<file path="config.mk">
export PLATFORM = sky130hd
export DESIGN_NAME = wave_sched_flat
export DESIGN_NICKNAME = d
export VERILOG_FILES = /design/src/rtl/wave_sched_if.sv /design/src/rtl/wave_sched.sv /design/src/flat_wrapper.sv
export SDC_FILE = /design/constraint.sdc
export NUM_CORES = 1
export LEC_CHECK = 0
export BUFFER_PORTS_ARGS = -buffer_cell sky130_fd_sc_hd__buf_2
export CAP_MARGIN = 20
export CORE_UTILIZATION = 40
export CTS_CLUSTER_SIZE = 14
export DETAILED_ROUTE_END_ITERATION = 10
export GPL_TIMING_DRIVEN = 0
export PLACE_DENSITY = 0.67
export SKIP_LAST_GASP = 1
export SYNTH_ARGS = -nofsm -noshare
export SYNTH_HDL_FRONTEND = slang
export SYNTH_SLANG_ARGS = --single-unit
</file>
<file path="constraint.sdc">
create_clock -name clock -period 1.8 [get_ports clock]
set_clock_uncertainty 0.05 [all_clocks]
set_input_delay 0.18 -clock clock [delete_from_list [all_inputs] [get_ports clock]]
set_output_delay 0.18 -clock clock [all_outputs]
set_load 0.1 [all_outputs]
</file>
<file path="src/rtl/wave_sched_if.sv">
// Signal bundle for wave_sched: game-logic frequency requests, the wave_logic
// engine port and the two read requesters (video, physics).
interface wave_sched_if;
  logic        freq_req;
  logic [4:0]  freq_req_id;
  logic        busy;
  logic        wave_valid;
  logic [4:0]  cur_id;
  logic        timeout_err;
  logic [4:0]  wl_freq_id;
  logic        wl_new_f;
  logic        wl_wave_ready;
  logic [10:0] wl_index;
  logic [9:0]  wl_wave_height;
  logic        vid_req;
  logic [10:0] vid_index;
  logic        vid_valid;
  logic [9:0]  vid_height;
  logic        phy_req;
  logic [10:0] phy_index;
  logic        phy_valid;
  logic [9:0]  phy_height;
  logic [1:0]  state_dbg;

  // Read handshake: a requester holds *_req/*_index until it sees *_valid;
  // *_valid is a one-cycle strobe qualifying *_height in that same cycle.
  modport slave (
    input  freq_req, freq_req_id, wl_wave_ready, wl_wave_height,
           vid_req, vid_index, phy_req, phy_index,
    output busy, wave_valid, cur_id, timeout_err, wl_freq_id, wl_new_f,
           wl_index, vid_valid, vid_height, phy_valid, phy_height, state_dbg
  );

  modport master (
    output freq_req, freq_req_id, wl_wave_ready, wl_wave_height,
           vid_req, vid_index, phy_req, phy_index,
    input  busy, wave_valid, cur_id, timeout_err, wl_freq_id, wl_new_f,
           wl_index, vid_valid, vid_height, phy_valid, phy_height, state_dbg
  );
endinterface

</file>
<file path="src/rtl/wave_sched.sv">
// Frequency-change sequencer and read-port arbiter in front of wave_logic.
// Issues new_f, waits for wave_ready (with watchdog), and shares the engine read port.
module wave_sched #(
  parameter int INIT_ID    = 12,
  parameter int MAX_ID     = 24,
  parameter int TIMEOUT    = 2048,
  parameter int STARVE_MAX = 4,
  parameter int FLAT_H     = 384
) (
  input  logic        clock,
  input  logic        reset,
  wave_sched_if.slave bus
);
  localparam int WD_W = $clog2(TIMEOUT + 1);
  localparam int SV_W = $clog2(STARVE_MAX + 1);
  localparam logic [4:0]      INIT_ID_V = 5'(INIT_ID);
  localparam logic [4:0]      MAX_ID_V  = 5'(MAX_ID);
  localparam logic [WD_W-1:0] TIMEOUT_V = WD_W'(TIMEOUT);
  localparam logic [SV_W-1:0] STARVE_V  = SV_W'(STARVE_MAX);
  localparam logic [9:0]      FLAT_V    = 10'(FLAT_H);

  typedef enum logic [1:0] {IDLE = 2'd0, ISSUE = 2'd1, WAIT = 2'd2} state_t;

  state_t          state_q, state_d;
  logic [4:0]      cur_id_q, cur_id_d;
  logic            pend_q, pend_d;
  logic [4:0]      pend_id_q, pend_id_d;
  logic [WD_W-1:0] wd_q, wd_d;
  logic            busy_q, busy_d;
  logic            valid_q, valid_d;
  logic            terr_q, terr_d;
  logic            new_f_q, new_f_d;
  logic [4:0]      req_id;

  assign req_id = (bus.freq_req_id > MAX_ID_V) ? MAX_ID_V : bus.freq_req_id;

  always_ff @(posedge clock) begin
    if (reset) begin
      state_q   <= ISSUE;
      cur_id_q  <= INIT_ID_V;
      pend_q    <= 1'b0;
      pend_id_q <= '0;
      wd_q      <= '0;
      busy_q    <= 1'b1;
      valid_q   <= 1'b0;
      terr_q    <= 1'b0;
      new_f_q   <= 1'b0;
    end else begin
      state_q   <= state_d;
      cur_id_q  <= cur_id_d;
      pend_q    <= pend_d;
      pend_id_q <= pend_id_d;
      wd_q      <= wd_d;
      busy_q    <= busy_d;
      valid_q   <= valid_d;
      terr_q    <= terr_d;
      new_f_q   <= new_f_d;
    end
  end

  always_comb begin
    state_d   = state_q;
    cur_id_d  = cur_id_q;
    pend_d    = pend_q;
    pend_id_d = pend_id_q;
    wd_d      = wd_q;
    busy_d    = busy_q;
    valid_d   = valid_q;
    terr_d    = terr_q;
    new_f_d   = 1'b0;
    // Requests arriving while a waveform is in flight park here; latest wins.
    if (bus.freq_req && state_q != IDLE) begin
      pend_d    = 1'b1;
      pend_id_d = req_id;
    end
    case (state_q)
      IDLE: begin
        if (bus.freq_req && !(req_id == cur_id_q && valid_q)) begin
          cur_id_d = req_id;
          state_d  = ISSUE;
          busy_d   = 1'b1;
        end else if (pend_q) begin
          cur_id_d = pend_id_q;
          pend_d   = 1'b0;
          state_d  = ISSUE;
          busy_d   = 1'b1;
        end
      end
      ISSUE: begin
        new_f_d = 1'b1;
        valid_d = 1'b0;
        wd_d    = TIMEOUT_V;
        busy_d  = 1'b1;
        state_d = WAIT;
      end
      WAIT: begin
        wd_d = wd_q - 1'b1;
        // A ready left over from the previous waveform is ignored while new_f is still up.
        if (bus.wl_wave_ready && !new_f_q) begin
          valid_d = 1'b1;
          if (pend_d) begin
            cur_id_d = pend_id_d;
            pend_d   = 1'b0;
            state_d  = ISSUE;
            busy_d   = 1'b1;
          end else begin
            busy_d  = 1'b0;
            state_d = IDLE;
          end
        end else if (wd_q == WD_W'(1)) begin
          terr_d  = 1'b1;
          state_d = ISSUE;
        end
      end
      default: state_d = ISSUE;
    endcase
  end

  // Read arbitration: video has priority unless physics has starved STARVE_MAX cycles.
  logic            phy_force, vid_gnt, phy_gnt;
  logic [SV_W-1:0] starve_q;
  logic            s1_vid_q, s1_phy_q, s1_flat_q;
  logic [10:0]     index_q;
  logic            vid_valid_q, phy_valid_q;
  logic [9:0]      vid_height_q, phy_height_q;

  assign phy_force = bus.phy_req && (starve_q == STARVE_V);
  assign vid_gnt   = bus.vid_req && !phy_force;
  assign phy_gnt   = bus.phy_req && !vid_gnt;

  always_ff @(posedge clock) begin
    if (reset) begin
      starve_q     <= '0;
      s1_vid_q     <= 1'b0;
      s1_phy_q     <= 1'b0;
      s1_flat_q    <= 1'b0;
      index_q      <= '0;
      vid_valid_q  <= 1'b0;
      phy_valid_q  <= 1'b0;
      vid_height_q <= '0;
      phy_height_q <= '0;
    end else begin
      vid_valid_q <= s1_vid_q;
      phy_valid_q <= s1_phy_q;
      if (s1_vid_q) vid_height_q <= s1_flat_q ? FLAT_V : bus.wl_wave_height;
      if (s1_phy_q) phy_height_q <= s1_flat_q ? FLAT_V : bus.wl_wave_height;
      if (valid_q) begin
        s1_vid_q  <= vid_gnt;
        s1_phy_q  <= phy_gnt;
        s1_flat_q <= 1'b0;
        if (vid_gnt) index_q <= bus.vid_index;
        else if (phy_gnt) index_q <= bus.phy_index;
        starve_q <= (bus.phy_req && vid_gnt) ? starve_q + 1'b1 : '0;
      end else begin
        // Table is being rewritten: answer everyone with the flat line, no engine access.
        s1_vid_q  <= bus.vid_req;
        s1_phy_q  <= bus.phy_req;
        s1_flat_q <= 1'b1;
        starve_q  <= '0;
      end
    end
  end

  assign bus.busy        = busy_q;
  assign bus.wave_valid  = valid_q;
  assign bus.cur_id      = cur_id_q;
  assign bus.timeout_err = terr_q;
  assign bus.wl_freq_id  = cur_id_q;
  assign bus.wl_new_f    = new_f_q;
  assign bus.wl_index    = index_q;
  assign bus.vid_valid   = vid_valid_q;
  assign bus.vid_height  = vid_height_q;
  assign bus.phy_valid   = phy_valid_q;
  assign bus.phy_height  = phy_height_q;
  assign bus.state_dbg   = state_q;
endmodule

</file>
<file path="src/flat_wrapper.sv">
// flat-port wrapper written by rule: the top's interface ports become plain ports
module wave_sched_flat 
#(
  parameter int INIT_ID    = 12,
  parameter int MAX_ID     = 24,
  parameter int TIMEOUT    = 2048,
  parameter int STARVE_MAX = 4,
  parameter int FLAT_H     = 384
)
  (clock, reset, bus_freq_req, bus_freq_req_id, bus_wl_wave_ready, bus_wl_wave_height, bus_vid_req, bus_vid_index, bus_phy_req, bus_phy_index, bus_busy, bus_wave_valid, bus_cur_id, bus_timeout_err, bus_wl_freq_id, bus_wl_new_f, bus_wl_index, bus_vid_valid, bus_vid_height, bus_phy_valid, bus_phy_height, bus_state_dbg);
  wave_sched_if bus_i ();
  input  logic clock;
  input  logic reset;
  input wire logic [$bits(bus_i.freq_req)-1:0] bus_freq_req;
  input wire logic [$bits(bus_i.freq_req_id)-1:0] bus_freq_req_id;
  input wire logic [$bits(bus_i.wl_wave_ready)-1:0] bus_wl_wave_ready;
  input wire logic [$bits(bus_i.wl_wave_height)-1:0] bus_wl_wave_height;
  input wire logic [$bits(bus_i.vid_req)-1:0] bus_vid_req;
  input wire logic [$bits(bus_i.vid_index)-1:0] bus_vid_index;
  input wire logic [$bits(bus_i.phy_req)-1:0] bus_phy_req;
  input wire logic [$bits(bus_i.phy_index)-1:0] bus_phy_index;
  output wire logic [$bits(bus_i.busy)-1:0] bus_busy;
  output wire logic [$bits(bus_i.wave_valid)-1:0] bus_wave_valid;
  output wire logic [$bits(bus_i.cur_id)-1:0] bus_cur_id;
  output wire logic [$bits(bus_i.timeout_err)-1:0] bus_timeout_err;
  output wire logic [$bits(bus_i.wl_freq_id)-1:0] bus_wl_freq_id;
  output wire logic [$bits(bus_i.wl_new_f)-1:0] bus_wl_new_f;
  output wire logic [$bits(bus_i.wl_index)-1:0] bus_wl_index;
  output wire logic [$bits(bus_i.vid_valid)-1:0] bus_vid_valid;
  output wire logic [$bits(bus_i.vid_height)-1:0] bus_vid_height;
  output wire logic [$bits(bus_i.phy_valid)-1:0] bus_phy_valid;
  output wire logic [$bits(bus_i.phy_height)-1:0] bus_phy_height;
  output wire logic [$bits(bus_i.state_dbg)-1:0] bus_state_dbg;
  assign bus_i.freq_req = bus_freq_req;
  assign bus_i.freq_req_id = bus_freq_req_id;
  assign bus_i.wl_wave_ready = bus_wl_wave_ready;
  assign bus_i.wl_wave_height = bus_wl_wave_height;
  assign bus_i.vid_req = bus_vid_req;
  assign bus_i.vid_index = bus_vid_index;
  assign bus_i.phy_req = bus_phy_req;
  assign bus_i.phy_index = bus_phy_index;
  assign bus_busy = bus_i.busy;
  assign bus_wave_valid = bus_i.wave_valid;
  assign bus_cur_id = bus_i.cur_id;
  assign bus_timeout_err = bus_i.timeout_err;
  assign bus_wl_freq_id = bus_i.wl_freq_id;
  assign bus_wl_new_f = bus_i.wl_new_f;
  assign bus_wl_index = bus_i.wl_index;
  assign bus_vid_valid = bus_i.vid_valid;
  assign bus_vid_height = bus_i.vid_height;
  assign bus_phy_valid = bus_i.phy_valid;
  assign bus_phy_height = bus_i.phy_height;
  assign bus_state_dbg = bus_i.state_dbg;
  wave_sched #(.INIT_ID(INIT_ID), .MAX_ID(MAX_ID), .TIMEOUT(TIMEOUT), .STARVE_MAX(STARVE_MAX), .FLAT_H(FLAT_H)) u_core (.clock(clock), .reset(reset), .bus(bus_i));
endmodule
</file>
==> metrics.md, run 1 <==
| Metric | Value |
|---|---|
| Antenna Cells | `0` |
| DRC viols | `0` |
| Global-route usage over all layers | `0.187` |
| GP Congestion | `0.789` |
| Post-DP HPWL | `5370 um` |
| Post-Syn Area | `3080 um2` |
| GRT overflow | `0` |
| Final worst setup slack | `-47.6 ps` |
| Core area | `7330 um2` |
| CTS max path bufs | `2` |
| Count leader, synth | `dfxtp_1` |
| Hold Vio Cnt, Final | `0` |
| Largest area contributor in the netlist | `dfxtp_1` |
| Combinational share of power | `0.479` |
| # IOs | `92` |
| Top cell type's share of synthesized area | `0.442` |
| Rows | `31` |
| Setup_tns | `-47.6 ps` |
| F_max | `541 MHz` |
| Worst EP arrival | `2020 ps` |
| CP startpoint kind | `register` |
| Post-synth top cells | `dfxtp_1, nor2_1, nand2_1` |
| Die Width | `89.8 um` |
| Minimum clock period | `1850 ps` |
| Initial core utilization | `0.420` |
| Complex-gate fraction of the synthesized area | `0.127` |
| CP Buf/Inv Count | `0` |
| Crit path capture type | `register` |
| Hold WC Path Type | `in -> reg` |
| Largest net degree at the start of global routing | `14` |
| Area of the multi-input gates | `1670 um2` |
| Post-synth EDFFs | `0` |
| Register area share after synthesis | `0.442` |
| Layout cells sized above 1 | `0.347` |
| Die area | `8060 um2` |
| Post-synthesis async set-or-reset flop share | `0` |
| Sw Pwr | `2.80 mW` |
| Switching Share | `0.460` |
| CTS H-Tree Depth | `3` |
| CTS sink cnt | `68` |
| Yosys Warn Count | `0` |
| Post-synthesis xor/xnor area fraction | `0.0422` |
| Power density over cell area | `1500 nW/um2` |
| Critical path class | `reg -> reg` |
| Crit path max fanout | `5` |
| Synthesized-area fraction occupied by adder cells | `0.0325` |
| Via density | `4.94` |
| Crit-path max cell delay | `540 ps` |
| Power share of the clock group | `0.202` |
| Worst slew pin tran | `634 ps` |
| Chip Height | `89.8 um` |
| Area contributors post-synth | `dfxtp_1, mux2i_1, nor2_1, nand2_1, ha_1` |
| Nets | `510` |
| Final Cycle Share | `1.03` |
| Initial antenna violation count | `0` |
| TritonCTS buffer count | `9` |
| CP max stage cell | `or4_4` |
| Post-synthesis mux area share | `0.0796` |
| Total Wirelength | `7310 um` |
| Worst Path Required | `1970 ps` |
| Cell Chain, Critical Path | `or4_4 > nor3_4 > and4b_2 > o22ai_4 > mux2_4` |
| Area Growth Syn to Fin | `32.0%` |
| Initial DRC Count | `87` |
| Simple-gate share of the synthesized area | `0.231` |
| DR vias | `2783` |
| Routed len/inst | `13.0 um` |
| Fill cell count | `714` |
| Vias in the first global route | `2692` |
| Maximum VDD drop | `679 uV` |
| Slew margin rel. | `0.577` |
| Yosys reg bits | `68` |
| Main combinational cell family by area after synthesis | `simple AND/OR/NAND/NOR gates` |
| Synth cell types | `48` |
| Outcome | `complete, but fails checks` |
| Worst skew pair latency | `340 ps` |
| Most used DFF post-synth | `dfxtp_1` |
| Drt pass-1 iters | `4` |
| Reg clk slew, reported paths | `80 ps` |
| Avg Inst Size Synth | `8.88 um2` |
| Total power | `6.09 mW` |
| First-pass GRT wire length | `12300 um` |
| Failing checks | `setup timing` |
| Cell family with most CP delay | `simple AND/OR/NAND/NOR gates` |
| Final ANT Viol Nets | `0` |
| RSZ-0062 raised after global routing | `yes` |
| CTS tree | `done` |
| Leak pwr | `1.79 nW` |
| Internal power | `3.29 mW` |
| Max-cap violations | `0` |
| Register area | `1390 um2` |
| Post-Synthesis Cells | `347` |
| Port buffer count | `91` |
| Syn_nets | `398` |
| Final setup violation count | `1` |
| Seq pwr share | `0.319` |
| CTS root buffer | `clkbuf_8` |
| Max-slew violations | `0` |
metrics by stage:
step	instance area (um2)	util	worst slack, ps	hold WS [ps]	instances
2_1_floorplan	3160	-	-192	205	347
3_3_place_gp	3740	0.510	-156	313	537
5_1_grt	4070	0.555	-113	47.5	563
4_1_cts	4020	0.548	-69.4	39.0	560
3_5_place_dp	3740	0.510	-225	310	537
6_report	4070	0.555	-47.6	45.8	563
placed cells by master, fill, tap and decap left out, types with 7 or more instances in the layout:
master,Yosys,layout
clkbuf_1,12,9
nor2_1,61,60
xnor2_1,9,9
buf_2,0,91
a21oi_1,11,11
ha_1,8,8
nor2b_1,14,13
nand3_1,18,17
a311oi_1,11,11
dfxtp_1,68,58
inv_1,10,8
dfxtp_4,0,7
nand2_1,31,31
buf_4,6,15
mux2i_1,23,22
clkbuf_8,0,9
a211oi_1,9,9
logic make-up (layout without fill, tap and decap cells):
| logic type | Yosys count | count (layout) |
|---|---|---|
| buf+inv | 32 | 149 |
| compound gates | 50 | 50 |
| simple gates | 151 | 151 |
| fa+ha+maj | 8 | 8 |
| flops | 68 | 68 |
| mux | 24 | 24 |
| xor+xnor | 14 | 14 |
final timing paths:
path / cells past startpoint / slack, ps / end / start
worst max-delay path: 5 / -50 / u_core.bus.state_dbg[1] / u_core.wd_q[6]
worst max register to register: 5 / -50 / u_core.bus.state_dbg[1] / u_core.wd_q[6]
worst min register to register: 1 / 400 / u_core.starve_q[0] / u_core.starve_q[0]
worst min-delay path: 3 / 50 / u_core.bus.wl_index[7] / bus_phy_index[7]
area by class of cell:
| type | count | share of cell area |
|---|---|---|
| sequential | 68 | 0.342 |
| inverter | 10 | 0.00923 |
| timing repair buffer | 102 | 0.134 |
| multi-input combinational | 247 | 0.411 |
| clock buffer | 10 | 0.0314 |
| tap | 99 | 0.0305 |
| buffer | 21 | 0.0265 |
| clock inverter | 6 | 0.0157 |
per-layer routing:
layer	share of wire	global-route usage	up-vias
met1	0.47	0.233	1298
met3	0.040	0.0364	9
met4	0.018	0.0779	0
li1	-	-	1418
met5	0	0	-
met2	0.47	0.314	58
power by group through the flow:
| stage | combinational (mW) | clock, mW | sequential (mW) |
|---|---|---|---|
| final | 2.91 | 1.23 | 1.94 |
| after global routing | 3.11 | 1.31 | 1.98 |
| after CTS | 2.85 | 1.26 | 1.94 |
| after detailed placement | 2.76 | 0 | 1.97 |
| after global placement | 2.72 | 0 | 1.96 |
| after floorplan | 1.54 | 0 | 2.74 |
timing repair:
| action | 4_1_cts | 5_1_grt |
|---|---|---|
| gates cloned | 0 | 0 |
| setup endpoints to repair | 6 | 21 |
| hold buffers | 1 | 0 |
| setup buffers | 6 | 4 |
| hold endpoints to repair | 1 | 0 |
| pin swaps | 4 | 3 |
| gates resized for setup | 8 | 9 |
flip-flops by register name, indices dropped and copies added (netlist names), 2 cells and up:
register               cells
u_core.pend_id_q           5
u_core.bus.vid_height     10
u_core.bus.cur_id          5
u_core.bus.phy_height     10
u_core.wd_q               12
u_core.bus.state_dbg       2
u_core.starve_q            3
u_core.bus.wl_index       11
worst register-to-register path: stages (launching register included):
cell     delay, ps
dfxtp_2        340
or4_4          540
nor3_4         140
and4b_2        280
o22ai_4         90
mux2_4         300
Power figures use the tool's default switching activity.
==> inputs of run 2 (changes only) <==
==> constraint.sdc (replaced) <==
create_clock -name clock -period 1.8 [get_ports clock]
set_clock_uncertainty 0.05 [all_clocks]
set_input_delay 0.18 -clock clock [delete_from_list [all_inputs] [get_ports clock]]
set_output_delay 0.18 -clock clock [all_outputs]
set_load 0.005 [all_outputs]
==> metrics.md, run 2 (synthesized netlist as in run 1, its figures left out) <==
| Metric | Value |
|---|---|
| Max FFs per register | `12` |
| Cell family with most CP delay | `simple AND/OR/NAND/NOR gates` |
| Failing checks | `setup timing` |
| Maximum VDD drop | `527 uV` |
| WHS | `49.3 ps` |
| DRC viols | `0` |
| CTS tree | `done` |
| Hold Vio Cnt, Final | `0` |
| Final setup violation count | `5` |
| Area of the multi-input gates | `1700 um2` |
| Slew margin rel. | `0.564` |
| Layout cells sized above 1 | `0.363` |
| # IOs | `92` |
| TritonCTS buffer count | `9` |
| Total Wirelength | `7740 um` |
| Nets | `514` |
| Crit-path max cell delay | `370 ps` |
| CTS max path bufs | `2` |
| Fin cells | `567` |
| Largest register by flop count | `u_core.wd_q` |
| Leak pwr | `1.85 nW` |
| CP Buf/Inv Count | `0` |
| CTS root buffer | `clkbuf_8` |
| Hold WC Path Type | `in -> reg` |
| Global-route usage over all layers | `0.194` |
| Final worst setup slack | `-68.0 ps` |
| CP startpoint kind | `register` |
| Design area | `4190 um2` |
| Outcome | `complete, but fails checks` |
| Register area | `1380 um2` |
| Worst slew pin tran | `654 ps` |
| Max-slew violations | `0` |
| Rows | `31` |
| RSZ-0062 raised after global routing | `yes` |
| Placed Instances | `537` |
| Drt pass-1 iters | `4` |
| GP Congestion | `0.763` |
| CTS sink cnt | `68` |
| Worst skew pair latency | `340 ps` |
| Crit path max fanout | `4` |
| Post-DP HPWL | `5360 um` |
| Final ANT Viol Nets | `0` |
| Setup_tns | `-195 ps` |
| Worst EP arrival | `2050 ps` |
| Total power | `5.40 mW` |
| Minimum clock period | `1870 ps` |
| First-pass GRT wire length | `12800 um` |
| Initial DRC Count | `75` |
| Routed len/inst | `13.6 um` |
| CTS H-Tree Depth | `3` |
| Highest-count cells in the layout ignoring fill and taps | `buf_2, nor2_1, dfxtp_1` |
| Reg clk slew, reported paths | `80 ps` |
| Port buffer count | `91` |
| F_max | `535 MHz` |
| Most common cell after layout, fill and taps aside | `buf_2` |
| Placed cell area | `3700 um2` |
| Antenna Cells | `0` |
| Crit path capture type | `register` |
| Via density | `5.02` |
| Die Width | `89.8 um` |
| Cell Chain, Critical Path | `and2b_1 > and4b_4 > o311ai_4 > and2_4 > o22ai_4 > mux2_4` |
| Largest net degree at the start of global routing | `13` |
| Fill cell count | `698` |
| Final Cycle Share | `1.04` |
| Power density over cell area | `1290 nW/um2` |
| Initial antenna violation count | `0` |
| Initial core utilization | `0.420` |
| GRT overflow | `0` |
| Core area | `7330 um2` |
| Die area | `8060 um2` |
| Chip Height | `89.8 um` |
| Vias in the first global route | `2749` |
| Critical path class | `reg -> reg` |
| DR vias | `2846` |
| Worst Path Required | `1980 ps` |
| Max-cap violations | `0` |
| Area Growth Syn to Fin | `35.8%` |
| CP max stage cell | `o311ai_4` |
[run 2: cell count changes in the layout (fill, tap and decap cells not counted), moves of 2 or more]
cell and delta:
xnor2_1 -2, dfxtp_4 -5, ha_1 -2, bufinv_16 +2, dfxtp_2 +4, clkbuf_1 -2
inv_4 -2, xnor2_2 +2, ha_2 +2, nor3_2 -2, buf_4 +3
[run 2: area by class of cell]
cell class | instances | share of cell area
Timing Repair Buffer | 107 | 0.142
Inverter | 10 | 0.00897
Buffer | 20 | 0.0251
Sequential cell | 68 | 0.329
Multi-Input combinational cell | 247 | 0.406
Clock buffer | 10 | 0.0329
Clock inverter | 6 | 0.0266
Tap cell | 99 | 0.0296
[run 2: timing repair]
item	4_1_cts	5_1_grt
buffers inserted	11	4
resized for setup	11	23
pin swaps	6	12
hold endpoints to repair	1	0
endpoints found under the setup margin	18	29
gates cloned	0	0
hold buffers	1	0
[run 2: worst min-delay path, stage by stage]
cell and delay (ps):
buf_2 100, nand2_1 40, a311oi_1 70
[run 2: path summary, 6_finish.rpt]
kind	slack, ps	depth (start not counted)	startpoint	to
setup reg to reg	-70	6	u_core.bus.cur_id[0]	u_core.bus.state_dbg[1]
setup / recovery	-70	6	u_core.bus.cur_id[0]	u_core.bus.state_dbg[1]
hold reg to reg	400	1	u_core.starve_q[0]	u_core.starve_q[0]
hold / removal	50	3	bus_phy_index[7]	u_core.bus.wl_index[7]
[run 2: where the power goes]
group | internal [mW] | switching [mW] | leakage [nW] | total (mW)
Sequential | 1.72 | 0.191 | 0.559 | 1.91
Clock | 0.958 | 0.589 | 0.122 | 1.55
Combinational | 0.964 | 0.973 | 1.16 | 1.94
[run 2: through the flow]
stage	setup WS (ps)	util
3_5_place_dp	-197	0.504
5_1_grt	-118	0.571
3_3_place_gp	-200	0.504
6_report	-68.0	0.571
2_1_floorplan	-17.1	-
4_1_cts	-39.6	0.556
[run 2: layer usage]
| layer | GRT usage | wire (um) | vias to the layer above | share of wire |
|---|---|---|---|---|
| met1 | 0.230 | 3400 | 1349 | 0.44 |
| met3 | 0.0558 | 393 | 8 | 0.051 |
| met2 | 0.337 | 3860 | 67 | 0.50 |
| met4 | 0.0574 | 80 | 0 | 0.010 |
| met5 | 0 | 0 | - | 0 |
| li1 | - | - | 1422 | - |
==> inputs of run 3 (changes only) <==
==> constraint.sdc (replaced) <==
create_clock -name clock -period 1.8 [get_ports clock]
set_clock_uncertainty 0.05 [all_clocks]
set_input_delay 0.36 -clock clock [delete_from_list [all_inputs] [get_ports clock]]
set_output_delay 0.36 -clock clock [all_outputs]
set_load 0.005 [all_outputs]
==> metrics.md, run 3 (synthesized netlist as in run 1, its figures left out) <==
| Metric | Value |
|---|---|
| Worst skew pair latency | `330 ps` |
| Initial antenna violation count | `0` |
| Placed cell area | `3710 um2` |
| Post-DP HPWL | `5330 um` |
| Initial DRC Count | `70` |
| Rows | `31` |
| GP Congestion | `0.763` |
| Crit path max fanout | `4` |
| Place WS | `-252 ps` |
| Worst setup path startpoint | `u_core.bus.cur_id[1]` |
| Antenna Cells | `0` |
| Leak pwr | `1.79 nW` |
| CTS max path bufs | `2` |
| Register area | `1380 um2` |
| Worst slew pin tran | `679 ps` |
| Setup_tns | `-202 ps` |
| Maximum VDD drop | `430 uV` |
| Area of the multi-input gates | `1700 um2` |
| Worst EP arrival | `2060 ps` |
| Max-slew violations | `0` |
| Largest net degree at the start of global routing | `13` |
| Design area | `4090 um2` |
| Crit path capture type | `register` |
| Met1 usage | `0.236` |
| Port buffer count | `91` |
| Hold Vio Cnt, Final | `0` |
| Critical path class | `reg -> reg` |
| Final setup violation count | `6` |
| Max-cap violations | `0` |
| First-pass GRT wire length | `12400 um` |
| Final worst setup slack | `-81.9 ps` |
| CTS tree | `done` |
| Chip Height | `89.8 um` |
| Failing checks | `setup timing` |
| Reg clk slew, reported paths | `70 ps` |
| Total Wirelength | `7440 um` |
| Nets | `511` |
| # IOs | `92` |
| Sw Pwr | `1.73 mW` |
| Slew margin rel. | `0.547` |
| Final Util | `0.558` |
| Die area | `8060 um2` |
| Hold Startpoint | `reset` |
| Initial core utilization | `0.420` |
| Combinational share of power | `0.388` |
| Highest-count cells in the layout ignoring fill and taps | `buf_2, dfxtp_1, nor2_1` |
| Met3 global-route usage | `0.0457` |
| CTS H-Tree Depth | `3` |
| Area Growth Syn to Fin | `32.6%` |
| Hold WC Path Type | `in -> reg` |
| Layout cells sized above 1 | `0.353` |
| DRC viols | `0` |
| F_max | `531 MHz` |
| Largest register by flop count | `u_core.wd_q` |
| Drt pass-1 iters | `6` |
| Routed len/inst | `13.2 um` |
| Power density over cell area | `1220 nW/um2` |
| Final Cycle Share | `1.05` |
| Core area | `7330 um2` |
| CTS sink cnt | `68` |
| CP startpoint kind | `register` |
| Power share of the clock group | `0.225` |
| Global-route usage over all layers | `0.192` |
| Switching Share | `0.348` |
| Fill cell count | `670` |
| GRT overflow | `0` |
| Max FFs per register | `12` |
| WHS | `156 ps` |
| DR vias | `2809` |
| TritonCTS buffer count | `9` |
| Vias in the first global route | `2681` |
| Internal power | `3.24 mW` |
| RSZ-0062 raised after global routing | `yes` |
| Seq pwr share | `0.386` |
| Met2 Track Usage GR | `0.321` |
| CTS root buffer | `clkbuf_8` |
| Minimum clock period | `1880 ps` |
| Final ANT Viol Nets | `0` |
| Outcome | `complete, but fails checks` |
| Die Width | `89.8 um` |
| Worst Path Required | `1980 ps` |
| Most common cell after layout, fill and taps aside | `buf_2` |
| Reg-to-Reg Start | `u_core.bus.cur_id[1]` |
| Via density | `4.98` |
| Layer with the highest usage | `met2` |
==> run 3: routing by layer <==
layer	routed length, um	share of wire	vias up
met3	288	0.039	12
li1	-	-	1415
met1	3450	0.46	1318
met2	3580	0.48	64
met4	129	0.017	0
met5	0	0	-
==> run 3: stage by stage <==
step	power, mW	instances
4_1_cts	4.78	561
2_1_floorplan	3.09	347
3_5_place_dp	3.53	537
6_report	4.97	564
5_1_grt	5.32	564
3_3_place_gp	3.50	537
==> run 3: power by group through the flow <==
| stage | clock [mW] | combinational (mW) | sequential [mW] |
|---|---|---|---|
| floorplan | 0 | 1.17 | 1.92 |
| global placement | 0 | 1.56 | 1.94 |
| detailed placement | 0 | 1.58 | 1.95 |
| CTS | 1.15 | 1.72 | 1.91 |
| global route | 1.22 | 2.15 | 1.95 |
| finish | 1.12 | 1.93 | 1.92 |
==> run 3: final timing paths <==
kind / to / slack, ps / cells past startpoint
max reg2reg: u_core.bus.state_dbg[1] / -80 / 6
min reg2reg: u_core.pend_id_q[1] / 410 / 2
min: u_core.bus.wl_new_f / 160 / 2
max: u_core.bus.state_dbg[1] / -80 / 6
==> run 3: critical path, cell delays in order, from the launching register on <==
cell and delay, ps:
dfxtp_4 370, xnor2_2 130, and4_4 210, o311ai_4 370, and2_4 240, o22ai_2 110, mux2_4 300
==> run 3: cell type report <==
type,count,share of cell area
Timing Repair Buffer,105,0.140
Clock buffer,11,0.0346
Sequential cell,68,0.338
Tap cell,99,0.0303
Inverter,10,0.00918
Multi-Input combinational cell,247,0.417
Buffer,19,0.0227
Clock inverter,5,0.00888
==> run 3: timing repair <==
| action | 4_1_cts | 5_1_grt |
|---|---|---|
| resized for setup | 7 | 21 |
| buffers inserted | 9 | 5 |
| pin swaps | 8 | 5 |
| endpoints found under the setup margin | 16 | 23 |
| hold buffers | 0 | 0 |
